`src/rtl/keypad_scan_ctrl.sv`:
```
// keypad_scan_ctrl
// Scans a 4x4 active-low matrix keypad one column at a time, debounces whole
// frames and reports new presses.
//
// Ports:
//   clk        system clock
//   nrst       asynchronous active-low reset
//   col[3:0]   column drive, active-low one-hot (1110, 1101, 1011, 0111, ...)
//   row[3:0]   row sense, active-low, asynchronous to clk
//   psw[15:0]  debounced key vector, bit = col_idx*4 + row_idx, 1 = pressed
//   key_code   lowest pressed index captured at the press event
//   key_valid  one-cycle pulse when psw goes from zero to non-zero
//   key_held   high while the committed psw is non-zero
module keypad_scan_ctrl #(
   parameter int unsigned SCAN_DIV       = 1000,
   parameter int unsigned DEBOUNCE_SCANS = 4
) (
   input  logic        clk,
   input  logic        nrst,
   output logic [3:0]  col,
   input  logic [3:0]  row,
   output logic [15:0] psw,
   output logic [3:0]  key_code,
   output logic        key_valid,
   output logic        key_held
);

   localparam int unsigned CW = $clog2(SCAN_DIV);
   localparam int unsigned MW = $clog2(DEBOUNCE_SCANS) + 1;
   localparam logic [CW-1:0] DwellLast = CW'(SCAN_DIV - 1);
   localparam logic [MW-1:0] MatchLast = MW'(DEBOUNCE_SCANS - 1);

   typedef enum logic {StIdle, StHeld} state_e;

   logic [3:0]    r_row_meta;
   logic [3:0]    r_row_s;
   logic [CW-1:0] r_dwell;
   logic [1:0]    r_col_idx;
   logic [11:0]   r_frame_lo;   // columns 0..2 of the frame in progress
   logic [15:0]   r_frame_prev;
   logic [MW-1:0] r_match;
   logic [15:0]   r_psw;
   logic [3:0]    r_key_code;
   logic          r_key_valid;
   state_e        r_state;

   logic          w_sample;
   logic          w_frame_end;
   logic [15:0]   w_frame;
   logic [MW-1:0] w_match_d;
   logic          w_commit;
   state_e        w_state_d;
   logic          w_valid_d;
   logic [3:0]    w_code_d;

   function automatic logic [3:0] f_lowest(input logic [15:0] v);
      logic [3:0] res;
      res = 4'd0;
      for (int i = 15; i >= 0; i--) begin
         if (v[i]) res = 4'(i);
      end
      return res;
   endfunction

   // Row synchronizer, idle level is all-ones (no key).
   always_ff @(posedge clk or negedge nrst) begin
      if (!nrst) begin
         r_row_meta <= 4'b1111;
         r_row_s    <= 4'b1111;
      end else begin
         r_row_meta <= row;
         r_row_s    <= r_row_meta;
      end
   end

   assign w_sample    = (r_dwell == DwellLast);
   assign w_frame_end = w_sample && (r_col_idx == 2'd3);
   // Completed frame: last column comes straight from the synchronizer.
   assign w_frame     = {~r_row_s, r_frame_lo};

   always_comb begin
      w_match_d = '0;
      if (w_frame == r_frame_prev) begin
         w_match_d = (r_match == MatchLast) ? r_match : r_match + MW'(1);
      end
   end

   assign w_commit = w_frame_end && (w_match_d == MatchLast);

   // Scan, sampling and debounce datapath.
   always_ff @(posedge clk or negedge nrst) begin
      if (!nrst) begin
         r_dwell      <= '0;
         r_col_idx    <= 2'd0;
         r_frame_lo   <= '0;
         r_frame_prev <= '0;
         r_match      <= '0;
         r_psw        <= '0;
      end else begin
         if (w_sample) begin
            r_dwell   <= '0;
            r_col_idx <= r_col_idx + 2'd1;
            case (r_col_idx)
               2'd0:    r_frame_lo[3:0]  <= ~r_row_s;
               2'd1:    r_frame_lo[7:4]  <= ~r_row_s;
               2'd2:    r_frame_lo[11:8] <= ~r_row_s;
               default: begin
                  r_match      <= w_match_d;
                  r_frame_prev <= w_frame;
                  if (w_commit) r_psw <= w_frame;
               end
            endcase
         end else begin
            r_dwell <= r_dwell + CW'(1);
         end
      end
   end

   // Press FSM: state register.
   always_ff @(posedge clk or negedge nrst) begin
      if (!nrst) begin
         r_state     <= StIdle;
         r_key_valid <= 1'b0;
         r_key_code  <= 4'd0;
      end else begin
         r_state     <= w_state_d;
         r_key_valid <= w_valid_d;
         r_key_code  <= w_code_d;
      end
   end

   // Press FSM: next state, driven by the value being committed.
   always_comb begin
      w_state_d = r_state;
      if (w_commit) begin
         w_state_d = (w_frame != 16'd0) ? StHeld : StIdle;
      end
   end

   // Press FSM: outputs; the pulse and code land together with the new psw.
   always_comb begin
      w_valid_d = (r_state == StIdle) && w_commit && (w_frame != 16'd0);
      w_code_d  = w_valid_d ? f_lowest(w_frame) : r_key_code;
   end

   assign col       = ~(4'b0001 << r_col_idx);
   assign psw       = r_psw;
   assign key_code  = r_key_code;
   assign key_valid = r_key_valid;
   assign key_held  = (r_state == StHeld);

endmodule

```
`config.mk`:
```
export PLATFORM = sky130hd
export DESIGN_NAME = keypad_scan_ctrl
export DESIGN_NICKNAME = d
export VERILOG_FILES = /design/src/rtl/keypad_scan_ctrl.sv
export SDC_FILE = /design/constraint.sdc
export NUM_CORES = 1
export LEC_CHECK = 0
export BUFFER_PORTS_ARGS = -buffer_cell sky130_fd_sc_hd__buf_2
export CAP_MARGIN = 5
export CORE_MARGIN = 2
export CORE_UTILIZATION = 40
export CTS_CLUSTER_DIAMETER = 50
export CTS_CLUSTER_SIZE = 14
export DETAILED_ROUTE_END_ITERATION = 8
export PLACE_DENSITY_LB_ADDON = 0.05
export SLEW_MARGIN = 30
export SYNTH_ARGS = -nofsm -noshare
export SYNTH_HDL_FRONTEND = slang
export SYNTH_SLANG_ARGS = --single-unit
```
`constraint.sdc`:
```
create_clock -name clk -period 3.11 [get_ports clk]
set_input_delay 0 -clock clk [delete_from_list [all_inputs] [get_ports clk]]
set_output_delay 0 -clock clk [all_outputs]
set_load 0.02 [all_outputs]
```
==> flow_metrics.env, run 1 <==
export IMPL_final_setup_viol_count=0
export IMPL_endpoint_kind="flip-flop"
export IMPL_place_congestion=0.8124
export IMPL_dp_cells=436
export IMPL_worstPathArrival_ns=2.77
export IMPL_rrSetupSlack_ns=0.57
export IMPL_start_util_pct=40.62
export IMPL_fin_tns_setup_ns=0
export IMPL_grt_pass1_wl_um=11950
export IMPL_final_nets=359
export IMPL_fp_dieW_um=94.65
export IMPL_root_buffer="clkbuf_8"
export IMPL_p_leak_nw=1.882
export IMPL_place_hpwl_um=4752
export IMPL_h_tree_depth=3
export IMPL_worstMarginPinSlew_ns=0.6795
export IMPL_cts_sinks=73
export IMPL_fp_coreArea_um2=8093
export IMPL_grt_pass1_vias=2286
export IMPL_syn_nets=319
export IMPL_crit_chain="ha_1 > nand4_1 > nor4_1 > nand2_1 > nor2_4 > mux2_2"
export IMPL_clk_latency_ns=0.35
export IMPL_layout_drive_gt1_share_pct=21.88
export IMPL_die_h_um=94.65
export IMPL_syn_area_um2=3287
export IMPL_finalNonFillerCells=457
export IMPL_num_rows=33
export IMPL_areaGrowthSynthToFinish_pct=17.09
export IMPL_async_flop_share_pct=100.0
export IMPL_antenna_found_initial=0
export IMPL_path_delay_family="simple AND/OR/NAND/NOR gates"
export IMPL_finalClockSkew_ns=0.01067
export IMPL_critPathSlowestCell="nor2_4"
export IMPL_path_max_fanout=15
export IMPL_cpPeakStageDelay_ns=0.49
export IMPL_portBuffers=31
export IMPL_synthTopCellsByArea="dfrtp_1 49%, nand2_1 7.0%, dfstp_2 6.4%"
export IMPL_synth_top_cell_area_share_pct=49.49
export IMPL_post_cts_buffers=0
export IMPL_yosysUniqueCellTypes=43
export IMPL_crit_buf_inv=0
export IMPL_grt_start_max_net_pins=74
export IMPL_grt_util_all_layers_pct=17.86
export IMPL_crit_type="flip-flop to flip-flop"
export IMPL_clockBufferDepth=2
export IMPL_grt_setup_unrepaired="false"
export IMPL_vias=2250
export IMPL_startpoint_type="flip-flop"
export IMPL_drc_errors=0
export IMPL_cp_required_ns=3.35
export IMPL_firstDrtPassIters=4
export IMPL_yosysTopAreaCell="dfrtp_1"
export IMPL_numCtsBuffers=9
export IMPL_finalCriticalPeriod_ns=2.536
export IMPL_fmax_ghz=0.3943
export IMPL_cts_tree="done"
export IMPL_clk_pin_slew_ns=0.08
export IMPL_period_share_pct=81.55
export IMPL_drt_iter0_markers=117
export IMPL_num_antenna_cells=0
export IMPL_ys_ff_latch=73
export IMPL_max_vdd_ir_drop_mv=0.2195
export IMPL_synth_edf_count=0
export IMPL_pin_count=32
export IMPL_overflow=0
export IMPL_timing_slew_headroom_pct=54.70
export IMPL_routedWlPerCell_um=15.49
export IMPL_avgSynthCellArea_um2=10.71
export IMPL_totalWireLength_um=7080
export IMPL_yosys_warnings=0
export IMPL_worst_hold_path_type="primary input to asynchronous set/reset pin"
export IMPL_netlist_instances=307
export IMPL_viasPerCell=4.923
export IMPL_power_per_cell_area_nw_per_um2=498.4
export IMPL_drv_slew=0
export IMPL_ys_flop_type="dfrtp_1"
export IMPL_yosys_top_cells_count="65 x dfrtp_1, 61 x nand2_1, 23 x o21ai_0"
export IMPL_synth_most_common_cell="dfrtp_1"
export IMPL_yosysSeqAreaShare_pct=55.88
export IMPL_die_area_um2=8959
export IMPL_maxCapViolCount=0
export IMPL_hold_viol=0
export IMPL_outcome="finished clean"
export IMPL_antenna_left=0
==> layer usage <==
layer / global-route usage [%] / part of all wire (%)
met1: 24.38 / 50
met2: 27.66 / 46
met3: 3.432 / 2.6
met4: 7.971 / 1.9
met5: 0 / 0
==> where the power goes <==
group | internal, mW | total (mW) | leakage (nW) | switching [mW]
logic | 0.0135 | 0.0398 | 0.787 | 0.0263
clock network | 0.537 | 0.912 | 0.117 | 0.374
registers | 0.958 | 0.967 | 0.978 | 0.00853
==> placed cells by master (no fill, tap or decap), types with 3 or more instances in the layout <==
cell type       n
ha_1            6
nor2_1         10
mux2_2          7
mux2_1          5
nand4_1         3
inv_1          18
dfstp_2         8
mux2_4          3
mux2i_1         6
dlygate4sd3_1   5
nand2_1        61
nand2b_1        4
a21oi_1         9
nor3_1          3
bufinv_16       3
nor4_1          7
buf_2          30
xor2_1         15
buf_4           6
clkbuf_8        9
o21ai_0        23
xnor2_1         7
nand3_1         6
dfrtp_1        65
==> registers in the layout (all words and copies together) (netlist names) <==
name,count
psw,16
r_frame_prev,16
r_frame_lo,12
r_dwell,10
key_code,4
r_row_meta,4
r_row_s,4
r_match,3
r_col_idx,2
key_held,1
key_valid,1
==> worst paths after layout <==
path / from / depth (start not counted) / endpoint
max reg2reg: r_dwell[0]$_DFF_PN0_ / 6 / psw[4]$_DFFE_PN0P_
max in group asynchronous: nrst / 2 / r_frame_lo[2]$_DFFE_PN0P_
min in group clk: row[0] / 2 / r_row_meta[0]$_DFF_PN1_
max: r_dwell[0]$_DFF_PN0_ / 6 / psw[4]$_DFFE_PN0P_
min: nrst / 2 / psw[8]$_DFFE_PN0P_
min reg2reg: r_row_meta[2]$_DFF_PN1_ / 0 / r_row_s[2]$_DFF_PN1_
==> cells by family (layout without fill, tap and decap cells) <==
group                      Yosys count  in the layout  share of synthesized area (%)
xor gates and xnor gates            22             22                          5.862
adders and majority gates            6              6                          2.284
AOI/OAI and AO/OA                   42             42                          7.194
buffers and inverters               31             76                          4.149
muxes                               21             21                          7.309
and+or+nand+nor                    112            112                          17.32
DFF                                 73             73                          55.88
==> final cells by class <==
type	instances	area, um^2
clock inverters	6	115.1
inverters	18	67.56
clock buffers	10	127.6
repair buffers	42	256.5
well taps	105	131.4
multi-input cells	203	1314
fillers	790	4244
flip-flops and latches	73	1837
==> per-stage QoR <==
step                area [um^2]  hold WS [ns]  utilization [%]  setup slack (ns)  power (mW)
floorplan                  3287       -0.2956                -            0.9135      0.9939
global placement           3552        0.1053            43.89            0.6157       1.021
detailed placement         3552        0.1062            43.89            0.5708       1.021
CTS                        3845        0.2660            47.51            0.5520       1.945
global route               3849        0.2749            47.56            0.3525       1.998
finish                     3849        0.2172            47.56            0.5737       1.918
==> timing repair <==
| item | CTS | global route |
|---|---|---|
| endpoints found under the hold margin | 69 | 0 |
| hold buffers | 5 | 0 |
| gates resized for setup | 0 | 0 |
Power figures use the tool's default switching activity.
==> run 2: changes to the inputs <==
clock period = 2.5 ns   (was 3.11 ns; I/O delays follow)
==> run 2 against run 1 <==
Combinational power increased by 62%. Critical path depth increased by 1. Total power increased by 21%. Count of clock-buffer cells in the layout increased by 2. Critical endpoint unchanged. Largest power group unchanged.
==> flow_metrics.env, run 2 (synthesis gave the netlist of run 1 again) <==
export IMPL_endpoint_kind="flip-flop"
export IMPL_viasPerCell=4.918
export IMPL_start_util_pct=40.62
export IMPL_cts_tree="done"
export IMPL_final_common_cell="dfrtp_1"
export IMPL_drc_errors=0
export IMPL_cp_required_ns=2.73
export IMPL_worstMarginPinSlew_ns=0.6667
export IMPL_finalClockSkew_ns=0.009458
export IMPL_outcome="finished clean"
export IMPL_areaGrowthSynthToFinish_pct=19.11
export IMPL_power_per_cell_area_nw_per_um2=593.0
export IMPL_root_buffer="clkbuf_8"
export IMPL_grt_setup_unrepaired="false"
export IMPL_firstDrtPassIters=4
export IMPL_totalWireLength_um=7021
export IMPL_startpoint_type="flip-flop"
export IMPL_antenna_found_initial=0
export IMPL_period_share_pct=91.96
export IMPL_place_congestion=0.7751
export IMPL_fp_dieW_um=94.65
export IMPL_finalCriticalPeriod_ns=2.299
export IMPL_hold_viol=0
export IMPL_grt_util_all_layers_pct=17.15
export IMPL_r2r_worst_path_cells=7
export IMPL_mostFrequentLayoutCells="65 x dfrtp_1, 61 x nand2_1, 30 x buf_2, 23 x o21ai_0, 18 x inv_1"
export IMPL_grt_pass1_vias=2162
export IMPL_antenna_left=0
export IMPL_place_hpwl_um=4687
export IMPL_pin_count=32
export IMPL_drt_iter0_markers=116
export IMPL_post_route_util_pct=48.38
export IMPL_fp_coreArea_um2=8093
export IMPL_rrSetupSlack_ns=0.20
export IMPL_timing_slew_headroom_pct=55.55
export IMPL_cts_sinks=73
export IMPL_fin_tns_setup_ns=0
export IMPL_drv_slew=0
export IMPL_path_max_fanout=14
export IMPL_final_setup_viol_count=0
export IMPL_final_nets=367
export IMPL_overflow=0
export IMPL_numCtsBuffers=9
export IMPL_num_antenna_cells=0
export IMPL_post_cts_buffers=0
export IMPL_worstPathArrival_ns=2.53
export IMPL_portBuffers=31
export IMPL_routedWlPerCell_um=15.10
export IMPL_vias=2287
export IMPL_worst_r2r_startpoint="r_match[0]$_DFFE_PN0P_"
export IMPL_grt_pass1_wl_um=11490
export IMPL_timing_final_ws_setup_ns=0.2009
export IMPL_max_vdd_ir_drop_mv=0.3208
export IMPL_layout_drive_gt1_share_pct=23.89
export IMPL_h_tree_depth=3
export IMPL_die_h_um=94.65
export IMPL_worst_hold_path_type="primary input to asynchronous set/reset pin"
export IMPL_fillers=792
export IMPL_clockBufferDepth=2
export IMPL_grt_start_max_net_pins=74
export IMPL_p_leak_nw=1.917
export IMPL_preCtsSetupSlack_ns=0.2056
export IMPL_num_rows=33
export IMPL_clk_pin_slew_ns=0.08
export IMPL_die_area_um2=8959
export IMPL_crit_type="flip-flop to flip-flop"
export IMPL_fmax_ghz=0.4350
export IMPL_r2r_end="psw[4]$_DFFE_PN0P_"
export IMPL_maxCapViolCount=0
export IMPL_clk_latency_ns=0.34
## run 2: cell count changes in the layout (fill, tap and decap cells not counted)
cell        before  now
buf_12           0    1
buf_4            6   13
bufinv_16        3    2
clkbuf_8         9   11
clkinv_4         1    0
clkinvlp_4       1    2
inv_6            1    0
nor4_1           7    6
nor4_2           1    2
## run 2: area by class of cell
type / instances / area, um^2 / share of cell area [%]
inverter: 18 / 67.56 / 1.726
clock inverter: 4 / 75.07 / 1.918
tap: 105 / 131.4 / 3.356
sequential: 73 / 1837 / 46.92
clock buffer: 12 / 155.1 / 3.963
timing repair buffer: 50 / 329.1 / 8.405
multi-input combinational: 203 / 1320 / 33.72
## run 2: metal layers
metal | vias up | GRT usage, % | routed length, um
li1 | 1135 | - | -
met1 | 1110 | 25.26 | 3610
met2 | 35 | 25.24 | 3091
met3 | 7 | 2.634 | 227
met4 | 0 | 7.005 | 91
met5 | - | 0 | 0
## run 2: repair_timing
action,4_1_cts,5_1_grt
endpoints found under the setup margin,0,10
gates resized for setup,0,1
hold buffers,5,0
endpoints found under the hold margin,69,0
## run 2: through the flow
| stage | hold slack, ns | std cells | instance area [um^2] | power (mW) |
|---|---|---|---|---|
| after floorplan | -0.2956 | 307 | 3287 | 1.236 |
| after global placement | 0.1042 | 444 | 3625 | 1.277 |
| after detailed placement | 0.1062 | 444 | 3625 | 1.278 |
| after CTS | 0.2790 | 465 | 3905 | 2.349 |
| after global routing | 0.2874 | 465 | 3915 | 2.421 |
| final | 0.2355 | 465 | 3915 | 2.322 |
## run 2: critical path: stages, from the launching register on
cell and delay, ns:
dfrtp_1 0.43, ha_1 0.28, or4b_1 0.54, nand3_1 0.13
nand2_1 0.13, nor2_4 0.17, buf_12 0.18, mux2_2 0.34
## run 2: power by group
group          switching, mW  total, mW  internal [mW]
registers            0.00324       1.19           1.19
clock network          0.445       1.06          0.617
logic                 0.0418     0.0643         0.0225
## run 2: how the worst max path moves through the flow
stage	depth (start not counted)	to	from	slack (ns)
6_report	7	psw[4]$_DFFE_PN0P_	r_match[0]$_DFFE_PN0P_	0.20
2_1_floorplan	7	psw[10]$_DFFE_PN0P_	r_match[0]$_DFFE_PN0P_	0.30
3_3_place_gp	7	psw[6]$_DFFE_PN0P_	r_dwell[0]$_DFF_PN0_	0.23
4_1_cts	7	psw[4]$_DFFE_PN0P_	r_match[0]$_DFFE_PN0P_	0.18
5_1_grt	7	psw[5]$_DFFE_PN0P_	r_dwell[0]$_DFF_PN0_	0.06
3_5_place_dp	7	psw[4]$_DFFE_PN0P_	r_dwell[0]$_DFF_PN0_	0.21
==> run 3: changes to the inputs <==
GPL_TIMING_DRIVEN = 0   (was default)
==> run 3 against run 2 <==
Flip-flop and latch count did not move. Sequential share of layout area about the same. Non-clock buffer count increased by 2. Total power shrank 0.86%. Sequential power hardly changed. Worst setup slack lost 0.018 ns. Clock power hardly changed. Wire length down 4.3%. Global-route usage fell by 0.78 points. Critical path depth is 1 lower. Final area is essentially flat. Largest power group unchanged.
==> flow_metrics.env, run 3 (synthesis gave the netlist of run 1 again) <==
export IMPL_outcome="finished clean"
export IMPL_drv_slew=0
export IMPL_multi_input_area_um2=1326
export IMPL_place_congestion=0.7864
export IMPL_startpoint_type="flip-flop"
export IMPL_cts_tree="done"
export IMPL_max_vdd_ir_drop_mv=0.3993
export IMPL_grt_pass1_wl_um=11050
export IMPL_clk_latency_ns=0.34
export IMPL_firstDrtPassIters=5
export IMPL_pin_count=32
export IMPL_finalClockSkew_ns=0.007789
export IMPL_final_common_cell="dfrtp_1"
export IMPL_clockBufferDepth=2
export IMPL_fillers=768
export IMPL_final_nets=369
export IMPL_maxCapViolCount=0
export IMPL_timing_slew_headroom_pct=68.96
export IMPL_drc_errors=0
export IMPL_fp_coreArea_um2=8093
export IMPL_areaGrowthSynthToFinish_pct=19.00
export IMPL_p_total_mw=2.302
export IMPL_vias=2269
export IMPL_fmax_ghz=0.4316
export IMPL_fp_dieW_um=94.65
export IMPL_overflow=0
export IMPL_finalCriticalPeriod_ns=2.317
export IMPL_num_antenna_cells=0
export IMPL_endpoint_kind="flip-flop"
export IMPL_clk_pin_slew_ns=0.08
export IMPL_worstPathArrival_ns=2.54
export IMPL_start_util_pct=40.62
export IMPL_viasPerCell=4.859
export IMPL_p_leak_nw=1.903
export IMPL_layout_drive_gt1_share_pct=22.65
export IMPL_mostFrequentLayoutCells="65 x dfrtp_1, 61 x nand2_1, 34 x buf_2, 23 x o21ai_0, 18 x inv_1"
export IMPL_power_per_cell_area_nw_per_um2=588.4
export IMPL_routedWlPerCell_um=14.38
export IMPL_period_share_pct=92.69
export IMPL_final_setup_viol_count=0
export IMPL_r2r_worst_path_cells=6
export IMPL_antenna_found_initial=0
export IMPL_place_hpwl_um=4651
export IMPL_antenna_left=0
export IMPL_num_rows=33
export IMPL_grt_pass1_vias=2222
export IMPL_crit_type="flip-flop to flip-flop"
export IMPL_cts_sinks=73
export IMPL_numCtsBuffers=9
export IMPL_layout_area_seq_um2=1837
export IMPL_worstMarginPinSlew_ns=0.4618
export IMPL_fin_tns_setup_ns=0
export IMPL_post_route_util_pct=48.33
export IMPL_drt_iter0_markers=138
export IMPL_grt_setup_unrepaired="false"
export IMPL_grt_start_max_net_pins=44
export IMPL_h_tree_depth=3
export IMPL_die_h_um=94.65
export IMPL_hold_viol=0
export IMPL_totalWireLength_um=6717
export IMPL_portBuffers=31
export IMPL_die_area_um2=8959
export IMPL_cp_required_ns=2.72
export IMPL_root_buffer="clkbuf_8"
export IMPL_grt_util_all_layers_pct=16.38
export IMPL_path_max_fanout=6
export IMPL_worst_hold_path_type="primary input to asynchronous set/reset pin"
==> run 3: cell types whose count changed in the layout (fill, tap and decap cells not counted), sizes merged <==
cell / before / now
clkbuf: 12 / 19
buf: 45 / 40
==> run 3: cell type report <==
class	instances	area share (%)
buffer	13	1.759
clock buffer	12	3.967
clock inverter	4	1.919
inverter	18	1.727
multi-input combinational	203	33.91
sequential	73	46.96
tap	105	3.359
timing repair buffer	39	6.398
==> run 3: worst paths after layout <==
| check | start | end | slack, ns |
|---|---|---|---|
| setup reg to reg | r_dwell[0]$_DFF_PN0_ | key_code[1]$_DFFE_PN0P_ | 0.18 |
| setup / recovery | r_dwell[0]$_DFF_PN0_ | key_code[1]$_DFFE_PN0P_ | 0.18 |
| max in group asynchronous | nrst | r_row_s[2]$_DFF_PN1_ | 1.75 |
| hold reg to reg | r_row_meta[1]$_DFF_PN1_ | r_row_s[1]$_DFF_PN1_ | 0.36 |
| min in group clk | row[1] | r_row_meta[1]$_DFF_PN1_ | 0.30 |
| hold / removal | nrst | r_frame_prev[8]$_DFFE_PN0P_ | 0.14 |
==> run 3: per-layer routing <==
layer / vias up / wire length [um] / GRT usage [%]
li1: 1138 / - / -
met1: 1067 / 3295 / 22.05
met2: 51 / 2989 / 25.06
met3: 13 / 263 / 3.432
met4: 0 / 167 / 8.213
met5: - / 0 / 0
==> run 3: power breakdown <==
group	internal [mW]	total [mW]	switching [mW]
combinational	0.0235	0.0668	0.0433
clock	0.617	1.04	0.425
sequential	1.19	1.19	0.00132
total	1.83	2.30	0.469
==> run 3: critical path: stages (launching register included) <==
cell and delay (ns):
dfrtp_1 0.39, ha_1 0.25, nand4_1 0.23, nor4_2 0.47
and2_1 0.27, and4_4 0.29, mux2_4 0.30
==> run 3: what timing repair did <==
| action | CTS | global route |
|---|---|---|
| buffers inserted | 2 | 0 |
| pin swaps | 1 | 0 |
| hold buffers | 5 | 0 |
| gates resized for setup | 1 | 1 |
| setup endpoints to repair | 5 | 12 |
| hold endpoints to repair | 69 | 0 |
==> run 3: stage by stage <==
stage / cells / hold WS, ns / worst slack, ns / instance area (um^2)
after floorplan: 307 / -0.2956 / 0.3035 / 3287
after global placement: 443 / 0.1052 / -0.09353 / 3573
after detailed placement: 444 / -0.03039 / -0.1077 / 3603
after CTS: 467 / 0.1451 / 0.08978 / 3905
after global routing: 467 / 0.1628 / 0.009959 / 3911
final: 467 / 0.1361 / 0.1828 / 3911
